[config.mk]
export PLATFORM = sky130hd
export DESIGN_NAME = inst_mem_responder_flat
export DESIGN_NICKNAME = d
export VERILOG_FILES = /design/src/rtl/inst_mem_responder_pkg.sv /design/src/rtl/inst_mem_responder_if.sv /design/src/rtl/inst_mem_responder.sv /design/src/flat_wrapper.sv
export SDC_FILE = /design/constraint.sdc
export NUM_CORES = 1
export LEC_CHECK = 0
export ABC_CLOCK_PERIOD_IN_PS = 2600
export CAP_MARGIN = 5
export CORE_MARGIN = 10
export CORE_UTILIZATION = 54
export DETAILED_ROUTE_END_ITERATION = 7
export PLACE_DENSITY = 0.8
export SETUP_SLACK_MARGIN = 0.1
export SYNTH_ARGS = -nofsm -noshare
export SYNTH_HDL_FRONTEND = slang
export SYNTH_SLANG_ARGS = --single-unit
[constraint.sdc]
create_clock -name clk -period 2.6 [get_ports clk]
set_input_delay 0.52 -clock clk [delete_from_list [all_inputs] [get_ports clk]]
set_output_delay 0.52 -clock clk [all_outputs]
set_load 0.005 [all_outputs]
[src/rtl/inst_mem_responder_pkg.sv]
// Shared widths, constants and FSM encoding for the instruction-side memory responder.
package inst_mem_responder_pkg;

   localparam int INST_ADDR_BUS_W = 32;
   localparam int INST_BUS_W      = 32;
   localparam int INST_BYTES      = 4;

   localparam logic [INST_BUS_W-1:0] ZERO_WORD = '0;
   localparam logic                  TRUE      = 1'b1;
   localparam logic                  FALSE     = 1'b0;

   typedef enum logic [1:0] {
      ST_IDLE = 2'd0,
      ST_READ = 2'd1,
      ST_DONE = 2'd2
   } state_t;

endpackage

[src/rtl/inst_mem_responder_if.sv]
// Fetch-side request/response and byte-wide RAM port of the instruction responder.
interface inst_mem_responder_if
   import inst_mem_responder_pkg::*;
#(
   parameter int ADDR_W = INST_ADDR_BUS_W
) ();

   logic                  inst_enable;
   logic [ADDR_W-1:0]     pc_i;
   logic                  jmp;
   logic                  arb_busy;
   logic [7:0]            mem_din;
   logic [ADDR_W-1:0]     mem_a;
   logic                  mem_wr;
   logic [INST_BUS_W-1:0] inst_o;
   logic                  inst_ok;

   // master: the IF stage plus RAM side; slave: the responder itself
   modport master (
      output inst_enable, pc_i, jmp, arb_busy, mem_din,
      input  mem_a, mem_wr, inst_o, inst_ok
   );

   modport slave (
      input  inst_enable, pc_i, jmp, arb_busy, mem_din,
      output mem_a, mem_wr, inst_o, inst_ok
   );

endinterface

[src/rtl/inst_mem_responder.sv]
// Fetches one 32-bit little-endian instruction as four sequential byte reads from a
// synchronous read-only RAM and returns it with a single-cycle inst_ok pulse.
module inst_mem_responder
   import inst_mem_responder_pkg::*;
#(
   parameter int ADDR_W     = INST_ADDR_BUS_W,
   parameter int INST_BYTES = 4
) (
   input  logic                  clk,
   input  logic                  rst,
   inst_mem_responder_if.slave   bus
);

   // cnt_reg counts READ edges: 0..2 advance the address, 1..4 capture lanes 0..3
   localparam logic [2:0] LAST_STEP = 3'(INST_BYTES);

   state_t                state_reg, state_next;
   logic [2:0]            cnt_reg, cnt_next;
   logic [ADDR_W-1:0]     base_reg, base_next;
   logic [ADDR_W-1:0]     mem_a_reg, mem_a_next;
   logic [INST_BUS_W-1:0] shift_reg, shift_next;
   logic [INST_BUS_W-1:0] inst_reg, inst_next;
   logic                  ok_reg, ok_next;

   logic                  capture;
   logic [1:0]            lane_idx;
   logic [3:0]            lane_hit;
   logic [INST_BUS_W-1:0] assembled;

   assign capture  = (state_reg == ST_READ) && (cnt_reg != 3'd0);
   assign lane_idx = cnt_reg[1:0] - 2'd1;

   genvar gi;
   generate
      for (gi = 0; gi < 4; gi++) begin : g_lane
         assign lane_hit[gi]           = capture && (lane_idx == 2'(gi));
         assign assembled[8*gi +: 8]   = lane_hit[gi] ? bus.mem_din : shift_reg[8*gi +: 8];
      end
   endgenerate

   always_ff @(posedge clk or negedge rst) begin
      if (!rst) begin
         state_reg <= ST_IDLE;
         cnt_reg   <= 3'd0;
         base_reg  <= '0;
         mem_a_reg <= '0;
         shift_reg <= ZERO_WORD;
         inst_reg  <= ZERO_WORD;
         ok_reg    <= FALSE;
      end else begin
         state_reg <= state_next;
         cnt_reg   <= cnt_next;
         base_reg  <= base_next;
         mem_a_reg <= mem_a_next;
         shift_reg <= shift_next;
         inst_reg  <= inst_next;
         ok_reg    <= ok_next;
      end
   end

   always_comb begin
      state_next = state_reg;
      cnt_next   = cnt_reg;
      base_next  = base_reg;
      mem_a_next = mem_a_reg;
      shift_next = shift_reg;
      inst_next  = inst_reg;
      ok_next    = FALSE;

      case (state_reg)
         ST_IDLE: begin
            // jmp takes priority over a simultaneous request
            if (bus.inst_enable && !bus.jmp && !bus.arb_busy) begin
               base_next  = bus.pc_i;
               mem_a_next = bus.pc_i;
               cnt_next   = 3'd0;
               shift_next = ZERO_WORD;
               state_next = ST_READ;
            end
         end

         ST_READ: begin
            if (bus.jmp || (bus.pc_i != base_reg)) begin
               state_next = ST_IDLE;
               mem_a_next = '0;
               cnt_next   = 3'd0;
               shift_next = ZERO_WORD;
            end else begin
               if (cnt_reg < 3'd3)
                  mem_a_next = base_reg + ADDR_W'(cnt_reg) + ADDR_W'(1);
               shift_next = assembled;
               if (cnt_reg == LAST_STEP) begin
                  inst_next  = assembled;
                  ok_next    = TRUE;
                  cnt_next   = 3'd0;
                  state_next = ST_DONE;
               end else begin
                  cnt_next = cnt_reg + 3'd1;
               end
            end
         end

         ST_DONE: begin
            state_next = ST_IDLE;
         end

         default: begin
            state_next = ST_IDLE;
         end
      endcase
   end

   assign bus.mem_a   = mem_a_reg;
   assign bus.mem_wr  = FALSE;
   assign bus.inst_o  = inst_reg;
   assign bus.inst_ok = ok_reg;

endmodule

[src/flat_wrapper.sv]
// flat-port wrapper written by rule: the top's interface ports become plain ports
module inst_mem_responder_flat import inst_mem_responder_pkg::*;
#(
   parameter int ADDR_W     = INST_ADDR_BUS_W,
   parameter int INST_BYTES = 4
)
  (clk, rst, bus_inst_enable, bus_pc_i, bus_jmp, bus_arb_busy, bus_mem_din, bus_mem_a, bus_mem_wr, bus_inst_o, bus_inst_ok);
  inst_mem_responder_if #(.ADDR_W(ADDR_W)) bus_i ();
  input  logic clk;
  input  logic rst;
  input wire logic [$bits(bus_i.inst_enable)-1:0] bus_inst_enable;
  input wire logic [$bits(bus_i.pc_i)-1:0] bus_pc_i;
  input wire logic [$bits(bus_i.jmp)-1:0] bus_jmp;
  input wire logic [$bits(bus_i.arb_busy)-1:0] bus_arb_busy;
  input wire logic [$bits(bus_i.mem_din)-1:0] bus_mem_din;
  output wire logic [$bits(bus_i.mem_a)-1:0] bus_mem_a;
  output wire logic [$bits(bus_i.mem_wr)-1:0] bus_mem_wr;
  output wire logic [$bits(bus_i.inst_o)-1:0] bus_inst_o;
  output wire logic [$bits(bus_i.inst_ok)-1:0] bus_inst_ok;
  assign bus_i.inst_enable = bus_inst_enable;
  assign bus_i.pc_i = bus_pc_i;
  assign bus_i.jmp = bus_jmp;
  assign bus_i.arb_busy = bus_arb_busy;
  assign bus_i.mem_din = bus_mem_din;
  assign bus_mem_a = bus_i.mem_a;
  assign bus_mem_wr = bus_i.mem_wr;
  assign bus_inst_o = bus_i.inst_o;
  assign bus_inst_ok = bus_i.inst_ok;
  inst_mem_responder #(.ADDR_W(ADDR_W), .INST_BYTES(INST_BYTES)) u_core (.clk(clk), .rst(rst), .bus(bus_i));
endmodule
==> summary.md <==
| Metric | Value |
|---|---|
| IO Port Bufs | 109 |
| Ys Warns | 0 |
| Sum Neg Setup Slack | 0 ns |
| Reg2Reg Depth | 11 |
| Switching Fraction | 26.1% |
| Main flop type after synthesis | dfrtp_1 |
| Power per cell area | ~670 nW/um2 |
| Die width | 133 um |
| Pint | between 4 and 5 mW |
| Clk sink count | about 130 |
| Number of global-route vias before repair | 6,031 |
| Ant diodes | 0 |
| WP data required | 2.97 ns |
| Sequential share of power | a little over two fifths |
| DP Area | 8360 um2 |
| Global-route wire length before repair | between 30,000 and 40,000 um |
| Maxcap violations | 0 |
| Clock buffer depth | 2 |
| Core Footprint | 12,500 um2 |
| Syn Area/Cell | 9.99 um2 |
| Syn Nets | 741 |
| Fill cells | 885 |
| H-tree levels | 4 |
| DPL Wire Length | around 14,000 um |
| Share of the synthesized area in the top cell type | roughly half |
| Fmax | 0.409 GHz |
| Largest net degree at the start of global routing | 65 |
| Starting Density | 54.8% |
| Post-synth ARST share | 100% |
| Total Power | 6.01 mW |
| Cells after Synth | between 600 and 700 |
| CP max-delay cell | clkdlybuf4s50_1 |
| Crit end category | register |
| Final #Nets | between 800 and 900 |
| Clock slew at reported path FFs | ~0.060 ns |
| Chip Height | 133 um |
| Post-Route WL | 19,800 um |
| CTS Hold Bufs | 0 |
| Post-synth top cells | dfrtp_1, a21oi_1, nand2_1 |
| Slew Limit Headroom | 62.3% |
| Synth Register Bits | 133 |
| Final Max Slew Viols | 0 |
| Yosys cell types | 44 |
| Arrival time at the worst endpoint | 2.81 ns |
| Clock power share | around two fifths |
| DRC Markers | 0 |
| Compound-Gate Fraction of Synth Area | 21.1% |
| Post-synth EDFFs | 0 |
| CTS root buffer | clkbuf_16 |
| IR drop worst, VDD | about 0.59 mV |
| Die area | roughly 18,000 um2 |
| RSZ-0062 raised after global routing | true |
| Wirelength per Cell | 19.9 um |
| CP peak stage delay | 0.51 ns |
| Initial antenna violation count | 0 |
| Critical-path cell list | clkdlybuf4s50_1, xor2_1, or3_4, nor4_4, nand4_2, buf_12, a21oi_1, a21o_1 |
| Simple-Gate Fraction of Synth Area | 12.7% |
| Vias per Instance | between 6 and 7 |
| Main combinational cell family by area after synthesis | compound AO/OA/AOI/OAI gates |
| Clk Latency, worst-skew pair | 0.43 ns |
| Final core occ | roughly 72% |
| Total grt overflow | 0 |
| Finished layout cell area | ~9000 um2 |
| Status | finished clean |
| DR vias | 5,979 |
| Layout cells sized above 1 | 14.0% |
| Worst Hold Slack | 0.0894 ns |
| Adder-cell share of the synthesized area | under 10% |
| Setup-failing EPs final | 0 |
| Reg2Reg Launch Point | u_core.base_reg[0] |
| Detail Route Antenna Nets | 0 |
| Clock skew | 0.00605 ns |
| GP Congestion | 0.867 |
| Sequential area share after synthesis | 48.5% |
| Most common cell in the netlist | dfrtp_1 |
| DRT iter0 DRCs | ~710 |
| Setup CP Type | in -> reg |
| Final critical-path required period | between 2 and 2.5 ns |
| Row count | 41 |
| Slew @ Worst Pin | roughly 0.57 ns |
| Final hold vios | 0 |
| Combinational power share | 17.2% |
| Tot GR Track Use | about 23% |
| IO Count | 111 |
| CTS tree | done |
| Syn-to-layout area delta | 31.4% |
| Post-Synth XOR/XNOR Area | 7.40% |
| Mapped cell area | just under 7000 um2 |
| Crit share post-route | 94.0% |
| Worst-path fanout max | 64 |
| CTS buffer count | 17 |
| First-pass DRT Iterations | 5 |
| Synth area leaders | dfrtp_1, a21oi_1, a21o_1 |
| LEAKAGE | around 4.2 nW |
| R2R Path End | u_core.bus.mem_a[18] |
| Worst min path class | in -> async |
| Mux contribution to synthesized area | 5.25% |
| Startpoint Class | primary input |
| Post-synth top area cell | dfrtp_1 |
| Switch Pwr | between 1.5 and 2 mW |
| R2R Setup Slk | ~0.22 ns |
cell families (layout without fill, tap and decap cells):
| kind of cell | count (synthesis) | in the layout |
|---|---|---|
| AOI/OAI and AO/OA | 229 | 229 |
| xor gates and xnor gates | 58 | 58 |
| adders and majority gates | 9 | 9 |
| buffers and inverters | 54 | 189 |
| DFF | 133 | 133 |
| muxes | 32 | 32 |
| other | 1 | 1 |
| and+or+nand+nor | 171 | 171 |
placed cells by master (no fill, tap or decap), types with 23 or more instances in the layout:
cell	n
o21ai_0	26
buf_4	33
nand2_1	91
dfrtp_1	133
clkdlybuf4s50_1	108
mux2_2	32
a21oi_1	100
a21o_1	65
xnor2_1	39
a2bb2oi_1	23
area by class of cell:
type | count | area [um2] | share of cell area [%]
Multi-Input combinational cell | 500 | 3370 | 37.3
Tap cell | 172 | 215 | 2.39
Timing Repair Buffer | 148 | 1470 | 16.3
Clock buffer | 22 | 474 | 5.26
Clock inverter | 9 | 126 | 1.40
Inverter | 10 | 37.5 | 0.416
Sequential cell | 133 | 3330 | 36.9
how the worst max path moves through the flow:
stage / from / endpoint / slack (ns)
floorplan: u_core.cnt_reg[0] / u_core.bus.mem_a[20] / 0.39
global placement: bus_pc_i[9] / u_core.bus.inst_o[4] / -0.14
detailed placement: bus_pc_i[9] / u_core.shift_reg[2] / -0.21
CTS: u_core.base_reg[0] / u_core.bus.mem_a[28] / 0.07
global route: bus_pc_i[9] / u_core.bus.inst_o[6] / 0.07
finish: bus_pc_i[9] / u_core.bus.inst_o[4] / 0.16
power by group through the flow:
stage | Combinational [mW] | Sequential [mW] | Clock [mW]
2_1_floorplan | 0.530 | 2.47 | 0
3_3_place_gp | 0.983 | 2.52 | 0
3_5_place_dp | 1.01 | 2.53 | 0
4_1_cts | 1.03 | 2.51 | 2.46
5_1_grt | 1.12 | 2.54 | 2.56
6_report | 1.03 | 2.51 | 2.46
metal layers:
metal	global-route usage (%)	share of wire [%]
met5	0	0
met4	9.78	2.9
met3	5.11	6.6
met2	36.8	50
met1	28.1	41
metrics by stage:
| stage | worst slack (ns) | std cells |
|---|---|---|
| floorplan | 0.389 | 687 |
| global placement | -0.138 | 961 |
| detailed placement | -0.207 | 961 |
| CTS | 0.0716 | 992 |
| global route | 0.0749 | 994 |
| finish | 0.157 | 994 |
timing repair:
item	in CTS	in global routing
setup buffers	0	2
gates resized for setup	1	8
pin swaps	0	4
setup endpoints to repair	6	16
critical path, delay by kind of cell:
family	cells	cell delay (ns)
buffers and inverters	2	0.74
XOR/XNOR	1	0.21
AND/OR/NAND/NOR	3	0.96
AO/OA/AOI/OAI	2	0.34
Note: power is estimated with default switching activity, not from simulation.
